[src/rtl/dm_port_arbiter.sv]
// Data-memory port arbiter: CPU M-stage has absolute priority,
// aux requester is served through a one-entry hold register.
module dm_port_arbiter #(
  parameter int STARVE_LIMIT = 16,
  parameter int CNT_W        = 5
) (
  input  logic        clk,
  input  logic        reset,
  input  logic [31:0] cpu_addr,
  input  logic [31:0] cpu_wdata,
  input  logic [3:0]  cpu_byteen,
  input  logic        cpu_re,
  output logic [31:0] cpu_rdata,
  input  logic        aux_valid,
  output logic        aux_ready,
  input  logic        aux_we,
  input  logic [31:0] aux_addr,
  input  logic [31:0] aux_wdata,
  input  logic [3:0]  aux_byteen,
  output logic        aux_rvalid,
  output logic [31:0] aux_rdata,
  output logic        aux_starve,
  output logic [31:0] mem_addr,
  output logic [31:0] mem_wdata,
  output logic [3:0]  mem_byteen,
  input  logic [31:0] mem_rdata
);

  typedef enum logic [1:0] {
    IDLE,
    PEND,
    RESP
  } state_t;

  localparam logic [CNT_W-1:0] LIM = CNT_W'(STARVE_LIMIT);

  state_t           state;
  state_t           state_nx;
  logic [CNT_W-1:0] cnt;
  logic [CNT_W-1:0] cnt_nx;

  logic             h_we;
  logic [31:0]      h_addr;
  logic [31:0]      h_wdata;
  logic [3:0]       h_byteen;

  logic             cpu_act;
  logic             accept;
  logic             issue;

  assign cpu_act    = cpu_re | (|cpu_byteen);
  assign aux_ready  = (state == IDLE) & reset;
  assign accept     = aux_valid & aux_ready;
  assign issue      = (state == PEND) & ~cpu_act;

  assign cpu_rdata  = mem_rdata;
  assign aux_rvalid = (state == RESP);
  assign aux_rdata  = aux_rvalid ? mem_rdata : 32'h0;
  assign aux_starve = (cnt == LIM);

  // Next state and starvation counter
  always_comb begin
    state_nx = state;
    cnt_nx   = cnt;
    unique case (state)
      IDLE: begin
        if (accept) state_nx = PEND;
      end
      PEND: begin
        if (cpu_act) begin
          if (cnt != LIM) cnt_nx = cnt + 1'b1;
        end else begin
          cnt_nx   = '0;
          state_nx = h_we ? IDLE : RESP;
        end
      end
      RESP: state_nx = IDLE;
      default: state_nx = IDLE;
    endcase
  end

  // State and counter registers
  always_ff @(posedge clk or negedge reset) begin
    if (!reset) begin
      state <= IDLE;
      cnt   <= '0;
    end else begin
      state <= state_nx;
      cnt   <= cnt_nx;
    end
  end

  // Hold register captures the aux request on accept
  always_ff @(posedge clk or negedge reset) begin
    if (!reset) begin
      h_we     <= 1'b0;
      h_addr   <= '0;
      h_wdata  <= '0;
      h_byteen <= '0;
    end else if (accept) begin
      h_we     <= aux_we;
      h_addr   <= {aux_addr[31:2], 2'b00};
      h_wdata  <= aux_wdata;
      h_byteen <= aux_byteen;
    end
  end

  // Memory port mux: CPU first, then pending aux issue
  always_comb begin
    mem_addr   = '0;
    mem_wdata  = '0;
    mem_byteen = '0;
    unique case (1'b1)
      cpu_act: begin
        mem_addr   = cpu_addr;
        mem_wdata  = cpu_wdata;
        mem_byteen = cpu_byteen;
      end
      issue: begin
        mem_addr   = h_addr;
        mem_wdata  = h_wdata;
        mem_byteen = h_we ? h_byteen : 4'h0;
      end
      default: ;
    endcase
  end

endmodule
[config.mk]
export PLATFORM = sky130hd
export DESIGN_NAME = dm_port_arbiter
export DESIGN_NICKNAME = d
export VERILOG_FILES = /design/src/rtl/dm_port_arbiter.sv
export SDC_FILE = /design/constraint.sdc
export NUM_CORES = 1
export LEC_CHECK = 0
export ABC_AREA = 1
export CORE_MARGIN = 5
export CORE_UTILIZATION = 36
export CTS_BUF_LIST = sky130_fd_sc_hd__clkbuf_8
export DETAILED_ROUTE_END_ITERATION = 6
export GPL_TIMING_DRIVEN = 0
export PLACE_DENSITY_LB_ADDON = 0.1
export RECOVER_POWER = 50
export SYNTH_ARGS = -nofsm -noshare
export SYNTH_HDL_FRONTEND = slang
export SYNTH_SLANG_ARGS = --single-unit
[constraint.sdc]
create_clock -name clk -period 1.85 [get_ports clk]
set_input_delay 0.4625 -clock clk [delete_from_list [all_inputs] [get_ports clk]]
set_output_delay 0.4625 -clock clk [all_outputs]
set_load 0.02 [all_outputs]
==> metrics <==
pin count of the biggest net entering global routing 36; Reg clk slew, reported paths 90 ps; Mapped Area 4360 µm²; met2 GRT Util 0.500; setup violators final 140; final hold violations 0; Least-Margin Pin Slew 890 ps; core area 12000 µm²; CTS Sinks 74; Synth Area in Compound Gates 0.00631; 1st-pass router iterations 4; simple-gate share of the synthesized area 0.430; CP endpoint kind output port; Root Buffer clkbuf_8; largest family of logic cells by synthesized area simple AND/OR/NAND/NOR gates; Vias/cell 4.91; Pleak 5.37 nW; clock skew 13.9 ps; Max rail drop VDD 0.567 mV; Hold Path Class in -> async; Port Buffers 304; CP max stage cell dfrtp_1; Via Count 5837; Mean Syn Cell Area 6.56 µm²; fin crit share 1.22; crit path cell chain inv_2, nor2_4, nand4_1, buf_6, clkinvlp_4, buf_6, nand2_2, nand2_2, buf_6; crit-path max cell delay 400 ps; layout cells sized above 1 0.417; Top-Level Pins 308; Post-DRT Antenna Nets 0; number of global-route vias before repair 5606; critical path class reg -> out; crit path launch state[0]$_DFFE_PN0P_; fin. max-slew vios 0; Detailed Place HPWL 13700 µm; hold_ws 303 ps; worst slack, placed -1460 ps; met1 GRT Util 0.279; worst-skew pair later-pin latency 370 ps; most frequent cells in the layout nand2_1 (185), clkdlybuf4s50_1 (163), nand2_2 (108), buf_6 (87), buf_4 (85); setup_tns -33750 ps; H-tree levels 3; initial antenna violation count 1; GR peak layer met2; routed length per instance 18.7 µm; first-pass GRT wire length 29800 µm; yosys warns 0; FMAX 443 MHz; CP Max Fanout 5; Fillers 785; Yosys cell types 17; status finished with violations; fin crit period 2260 ps; Startpoint Class flip-flop; DRT iter0 DRCs 246; met3 GRT Util 0.0787; cts bufs inserted 9; violated checks negative setup slack; FF+latch count, synth 74; total track usage 0.267; Final nets 1213; CP most frequent cell buf_6; total gr overflow 0; worst setup margin -409 ps; GPL Wtd Cong 0.860; Die Wd 120 µm; register area share after synthesis 0.425; CP required 1390 ps; register area 1850 µm²; Clock Path Buffers 2; multiplexer share of the synthesized area 0; unrepaired setup endpoints after global routing yes; max_cap viols 0; chip height 120 µm; worst rel slew slack 0.407; area of the multi-input gates 2790 µm²; routed wire length 22200 µm; area delta synth->final 124%; FP Rows 40; drt drc 0; Initial Utilization 0.365; pwr dens 826 nW/µm²; die area 14400 µm²; commonest non-fill, non-tap cell in the layout nand2_1; Critical Path AT 1800 ps; Post-Synth XOR/XNOR Area 0.00201; CTS tree built; Synthesized Nets 840; post-synthesis adder-cell area fraction 0.00574; r2r startpoint state[1]$_DFFE_PN0P_; Mapped Cells 665
-- worst max-delay path: cells and delay by family (launching register included) --
| family | cells | cell delay [ps] |
|---|---|---|
| buffers and inverters | 5 | 790 |
| DFF | 1 | 400 |
| and+or+nand+nor | 4 | 240 |
-- layout make-up --
class / count / area share
timing repair buffer: 362 / 0.391
multi-input combinational: 475 / 0.285
sequential: 74 / 0.189
buffer: 71 / 0.0759
tap: 147 / 0.0188
inverter: 44 / 0.0182
clock buffer: 10 / 0.0141
clock inverter: 4 / 0.00704
timing repair inverter: 1 / 0.000768
antenna: 1 / 0.000256
-- kinds of logic (layout without fill, tap and decap cells) --
family | after synthesis | count (layout)
compound gates | 4 | 4
xor+xnor | 1 | 1
fa+ha+maj | 2 | 2
buf+inv | 116 | 492
flops | 74 | 74
other cells | 0 | 1
simple gates | 468 | 468
-- stage by stage --
| step | util | instance area [µm²] | power (mW) | instances |
|---|---|---|---|---|
| after floorplan | - | 4360 | 4.20 | 665 |
| after detailed placement | 0.636 | 7610 | 5.26 | 1117 |
| after global routing | 0.818 | 9780 | 8.57 | 1189 |
| after global placement | 0.634 | 7590 | 5.17 | 1116 |
| final | 0.818 | 9780 | 8.08 | 1189 |
| after CTS | 0.747 | 8930 | 7.09 | 1166 |
-- flip-flops by register name, indices dropped and copies added, names as in the netlist --
| register | cells |
|---|---|
| h_wdata | 32 |
| h_addr | 30 |
| h_byteen | 4 |
| state | 2 |
| h_we | 1 |
| cnt | 5 |
-- worst paths after layout --
kind	to	slack, ps	cells after the start
max reg2reg	h_addr[13]$_DFFE_PN0P_	-180	11
min	state[1]$_DFFE_PN0P_	300	2
max	mem_wdata[23]	-410	9
min reg2reg	h_wdata[23]$_DFFE_PN0P_	500	2
min in group clk	h_wdata[23]$_DFFE_PN0P_	500	2
max in group asynchronous	h_wdata[28]$_DFFE_PN0P_	620	2
-- cell usage after synthesis --
cell type | n | area, µm²
nand2_1 | 345 | 1290
nand3_1 | 76 | 380
dfrtp_1 | 74 | 1850
inv_1 | 43 | 161
nor2_1 | 40 | 150
buf_4 | 32 | 240
clkbuf_1 | 24 | 90.1
buf_2 | 14 | 70.1
nand4_1 | 5 | 31.3
o21bai_1 | 3 | 22.5
buf_1 | 2 | 7.51
ha_1 | 2 | 25.0
inv_2 | 1 | 3.75
nor2_2 | 1 | 6.26
nor3b_2 | 1 | 12.5
o21ai_0 | 1 | 5.00
xor2_1 | 1 | 8.76
-- power by group --
part | switching [mW] | internal (mW)
clock network | 0.631 | 0.775
registers | 0.907 | 2.43
logic | 1.66 | 1.69
total | 3.19 | 4.89
-- what timing repair did --
item,in CTS,in global routing
hold buffers,1,0
cloned,13,9
setup buffers,22,17
setup endpoints to repair,203,185
endpoints found under the hold margin,35,0
pin swaps,37,65
gates resized for setup,844,239
-- per-layer routing --
| metal | vias to the layer above | part of all wire |
|---|---|---|
| li1 | 2739 | - |
| met1 | 2765 | 0.34 |
| met2 | 276 | 0.54 |
| met3 | 57 | 0.083 |
| met4 | 0 | 0.033 |
| met5 | - | 0 |
No activity file was read; power rests on OpenSTA's default activity.
